==> config.mk <==
export PLATFORM = sky130hd
export DESIGN_NAME = sync_updown_counter_mod
export DESIGN_NICKNAME = d
export VERILOG_FILES = /design/src/rtl/sync_updown_counter_mod.sv
export SDC_FILE = /design/constraint.sdc
export NUM_CORES = 1
export LEC_CHECK = 0
export CORE_ASPECT_RATIO = 1.5
export CORE_MARGIN = 2
export CORE_UTILIZATION = 48
export DETAILED_ROUTE_END_ITERATION = 10
export PLACE_DENSITY = 0.86
export SKIP_LAST_GASP = 1
export SLEW_MARGIN = 0
export SYNTH_ARGS = -nofsm -noshare
export SYNTH_HDL_FRONTEND = slang
export SYNTH_SLANG_ARGS = --single-unit
export TNS_END_PERCENT = 50
==> constraint.sdc <==
create_clock -name clk -period 2.5 [get_ports clk]
set_input_delay 0.375 -clock clk [delete_from_list [all_inputs] [get_ports clk]]
set_output_delay 0.375 -clock clk [all_outputs]
set_load 0.005 [all_outputs]
==> src/rtl/sync_updown_counter_mod.sv <==
// Programmable-modulus up/down counter with wrap/saturate modes and a clock-enable prescaler.
// Latency: q, tick and tc are registered and update one clk edge after the enabling inputs; at_max/at_zero are combinational.
// Backpressure: none; en low freezes both q and the prescaler phase, clr/load act regardless of en.
module sync_updown_counter_mod #(
    parameter int WIDTH      = 8,
    parameter int PRESCALE_W = 4
) (
    input  logic                  clk,
    input  logic                  reset_n,
    input  logic                  en,
    input  logic                  clr,
    input  logic                  load,
    input  logic [WIDTH-1:0]      load_val,
    input  logic                  up_dn,
    input  logic                  sat,
    input  logic [WIDTH-1:0]      mod_max,
    input  logic [PRESCALE_W-1:0] div,
    output logic [WIDTH-1:0]      q,
    output logic                  tick,
    output logic                  tc,
    output logic                  at_max,
    output logic                  at_zero
);

    logic [WIDTH-1:0]      q_q, q_d;
    logic [PRESCALE_W-1:0] pcnt_q, pcnt_d;
    logic                  tick_q, tick_d;
    logic                  tc_q, tc_d;

    logic                  step;
    logic [WIDTH-1:0]      step_val;
    logic                  step_tc;
    logic [WIDTH-1:0]      load_clamped;

    // Prescaler compare: ">=" so that lowering div below the current phase counts as a match.
    always_comb begin
        step = en && !clr && !load && (pcnt_q >= div);
    end

    // Prescaler phase: cleared by clr/load, restarts on a step, frozen while en is low.
    always_comb begin
        pcnt_d = pcnt_q;
        if (clr || load) begin
            pcnt_d = '0;
        end else if (en) begin
            if (step) begin
                pcnt_d = '0;
            end else begin
                // Only reached when pcnt_q < div, so the increment cannot overflow.
                pcnt_d = pcnt_q + PRESCALE_W'(1);
            end
        end
    end

    // Result of one count step in the current direction and mode, plus its terminal-count flag.
    always_comb begin
        step_val = q_q;
        step_tc  = 1'b0;
        if (up_dn) begin
            if (q_q < mod_max) begin
                // q_q < mod_max guarantees q_q + 1 stays within WIDTH bits.
                step_val = q_q + WIDTH'(1);
                step_tc  = sat && ((q_q + WIDTH'(1)) == mod_max);
            end else if (sat) begin
                step_val = mod_max;
                step_tc  = 1'b0;
            end else begin
                step_val = '0;
                step_tc  = 1'b1;
            end
        end else begin
            if (q_q > mod_max) begin
                // Modulus shrank under the count: snap to the new top without signalling.
                step_val = mod_max;
                step_tc  = 1'b0;
            end else if (q_q == '0) begin
                if (sat) begin
                    step_val = '0;
                    step_tc  = 1'b0;
                end else begin
                    step_val = mod_max;
                    step_tc  = 1'b1;
                end
            end else begin
                step_val = q_q - WIDTH'(1);
                step_tc  = sat && (q_q == WIDTH'(1));
            end
        end
    end

    // Loaded value is clamped into the programmed range.
    always_comb begin
        load_clamped = (load_val > mod_max) ? mod_max : load_val;
    end

    // Next-state selection with clr > load > step priority; tick/tc are single-cycle pulses.
    always_comb begin
        q_d    = q_q;
        tick_d = 1'b0;
        tc_d   = 1'b0;
        if (clr) begin
            q_d = '0;
        end else if (load) begin
            q_d = load_clamped;
        end else if (step) begin
            q_d    = step_val;
            tick_d = 1'b1;
            tc_d   = step_tc;
        end
    end

    // State registers with asynchronous active-low reset.
    always_ff @(posedge clk or negedge reset_n) begin
        if (!reset_n) begin
            q_q    <= '0;
            pcnt_q <= '0;
            tick_q <= 1'b0;
            tc_q   <= 1'b0;
        end else begin
            q_q    <= q_d;
            pcnt_q <= pcnt_d;
            tick_q <= tick_d;
            tc_q   <= tc_d;
        end
    end

    assign q       = q_q;
    assign tick    = tick_q;
    assign tc      = tc_q;
    assign at_max  = (q_q == mod_max);
    assign at_zero = (q_q == '0);

endmodule

==> impl_results.md <==
- Status: complete, but fails checks
- Max IR drop VDD: 0.000291 V
- Failing checks: setup timing
- Worst path required time: 2.65 ns
- Clk slew on worst S/H paths: 0.07 ns
- Total GRT Usage: 32.1%
- Post-Layout Cell Count: 403
- Largest family of logic cells by synthesized area: simple AND/OR/NAND/NOR gates
- Max Root-Sink Buffers: 2
- Final hold violation count: 0
- Pwr per Cell Area: 396 mW/mm^2
- Ys flop type: dfrtp_1
- CP max FO: 6
- DR DRC count: 0
- Hold WS: roughly 0.56 ns
- Leakage power: roughly 1.4 nW
- CTS tree: yes
- Final GP Congestion: 1.12
- Chip Height: 85.6 um
- Yosys cell types: slightly below 60
- Multiplexer share of the synthesized area: 2.41%
- Overflow after GRT: 0
- Vias in the first global route: 2,710
- #FFs+latches synth: 14
- Synthesized area: 0.00213 mm^2
- Yosys Warn Count: 0
- Critical path type: in2reg
- CTS Sinks: 14
- First-pass GRT wire length: 12,500 um
- XOR/XNOR Fraction of Synth Area: 6.98%
- DRT antenna net count: 0
- Htree depth: 1
- Core area: 0.00425 mm^2
- Diodes inserted: 0
- Place WS: -0.457 ns
- Post-DP HPWL: 6230 um
- Relative slew slack: 49.4%
- Overall power: 1.27 mW
- Post-synthesis compound-gate area fraction: 26.0%
- WL/cell: around 20 um
- Starting DRT DRC Count: 188
- Fin crit share: 100%
- Mapped Avg Cell Area: 7.72 um^2
- Routed Wire Length: roughly 8200 um
- Post-Synthesis Cells: about 280
- Crit path DAT: 2.66 ns
- Worst Setup End Kind: flop
- Proportion of layout cells with a drive suffix above 1: 27.7%
- Largest net degree at the start of global routing: 17
- Synth top area share: between 10% and 20%
- Rows: 29
- Total CTS buffers: 3
- Final worst slack: -0.0110 ns
- Tightest Pin Transition: 0.757 ns
- Slowest stage delay, CP: 0.52 ns
- Die Area: about 0.005 mm^2
- Critical path, cell by cell: clkdlybuf4s50_1 -> inv_2 -> ha_4 -> nand4_4 -> buf_4 -> nor2_1 -> nand3_1 -> inv_2 -> buf_4 -> o32ai_4 -> a221o_1 -> a32o_1
- Via count: roughly 2.7k
- CP max stage cell: clkdlybuf4s50_1
- Simple-gate area share of the yosys netlist: 26.3%
- Initial Utilization: 50.2%
- Post-synth ARST share: between 90% and 100%
- Hold Path Class: in2async
- Yosys top cell by area: dfrtp_1
- Seq/Total Area, Yosys: between 15 and 20%
- Syn-to-layout area delta: 49.9%
- Latest clock arrival within the worst-skew pair: about 0.25 ns
- Initial antenna violation count: 0
- Max Cap Viol: 0
- Number of flops mapped to enable cells by yosys: 0
- Critical path startpoint category: primary input
- Commonest non-fill, non-tap cell in the layout: buf_4
- Commonest non-fill, non-tap cells in the layout: 56 x buf_4, 32 x clkdlybuf4s50_1, 20 x nand2_1, 20 x ha_1, 16 x inv_1
- Post-layout util: about three quarters
- Vias per cell: 6.70
- Fin crit period: 2.51 ns
- Final setup viols: 1
- Port buffer count: 38
- Achievable Freq: 398 MHz
- Die W: 58.4 um
- Top post-synthesis cells by area: dfrtp_1 16%, ha_1 15%, xnor2_1 4.1%, inv_1 3.9%, a21oi_1 3.8%
- Syn nets: 328
- Placed cells: 397
- Adder-cell area share of the yosys netlist: 14.7%
- Clk root buf: clkbuf_8
- RSZ-0062 raised after global routing: true
- Post-layout net count: between 400 and 500
- Skew final: between 0.001 and 0.0015 ns
- Ports: 39
- Pins Over Slew Limit: 0
- First-pass DRT Iterations: 4
-- metal layers --
metal	vias up	wire length, um	track usage [%]
met5	-	0	0
met4	0	623	22.0
met3	61	604	3.17
met2	186	4160	57.3
met1	1250	2830	34.0
li1	1202	-	-
-- synthesized netlist by cell type (all sizes together) (2+ instances only) --
cell      n
buf       3
nand4     8
mux2i     4
o41ai     3
and3      6
a31oi     2
o211a     3
nor4      4
nor2     15
a2111oi   2
a211oi    6
ha       25
or2       2
a221oi    5
inv      22
o211ai    6
nor2b     6
and2      3
or3       3
xnor2    10
o21ai     8
clkbuf   15
nor3     12
xor2      7
nand2    21
a311o     3
a21oi    17
nor4b     2
nand3    10
nand2b    4
a21boi    2
dfrtp    14
a311oi    4
o21a      2
o31ai     2
-- stage by stage --
step / TNS, ns / instance area [um^2]
4_1_cts: -0.128 / 3080
6_report: -0.0110 / 3200
3_5_place_dp: -3.49 / 2910
2_1_floorplan: 0 / 2130
3_3_place_gp: -3.07 / 2910
5_1_grt: -0.369 / 3200
-- timing repair --
| item | in CTS | in global routing |
|---|---|---|
| hold buffers | 0 | 0 |
| setup buffers | 1 | 1 |
| pin swaps | 7 | 12 |
| endpoints found under the setup margin | 9 | 9 |
| gates resized for setup | 21 | 28 |
-- final cells by class --
type / count / area, um^2
inverter: 22 / 82.6
timing repair buffer: 95 / 812
fill: 303 / 1050
multi-input combinational: 222 / 1840
tap: 46 / 57.6
clock buffer: 4 / 55.1
sequential: 14 / 350
-- critical path: cells and delay by family --
family                   cells  cell delay [ns]
AO/OA/AOI/OAI                3             0.74
adder cells (fa/ha/maj)      1             0.28
buffers and inverters        5             0.97
AND/OR/NAND/NOR              3             0.28
-- flip-flops by register name, summed over array words and instances (netlist names) --
register,flops
q,8
tc,1
tick,1
pcnt_q,4
-- logic make-up after synthesis --
group | Yosys count
xor gates and xnor gates | 17
adders and majority gates | 25
DFF | 14
and+or+nand+nor | 101
muxes | 5
AOI/OAI and AO/OA | 74
buffers and inverters | 40
-- worst paths after layout --
check / slack, ns / depth (start not counted) / startpoint / to
setup / recovery: -0.01 / 12 / mod_max[6] / q[1]$_DFFE_PN0P_
setup reg to reg: 0.11 / 7 / q[2]$_DFFE_PN0P_ / q[1]$_DFFE_PN0P_
hold / removal: 0.56 / 1 / reset_n / tick$_DFF_PN0_
max in group asynchronous: 1.47 / 1 / reset_n / q[4]$_DFFE_PN0P_
min in group clk: 0.63 / 2 / pcnt_q[3]$_DFFE_PN0P_ / pcnt_q[3]$_DFFE_PN0P_
hold reg to reg: 0.63 / 2 / pcnt_q[3]$_DFFE_PN0P_ / pcnt_q[3]$_DFFE_PN0P_
-- report_power, final --
group	total (mW)	switching (mW)	internal (mW)	leakage (nW)
Sequential	0.255	0.0152	0.239	0.191
Clock	0.243	0.103	0.140	0.0288
Combinational	0.769	0.407	0.362	1.22
Total	1.27	0.525	0.742	1.44
Power figures use the tool's default switching activity.
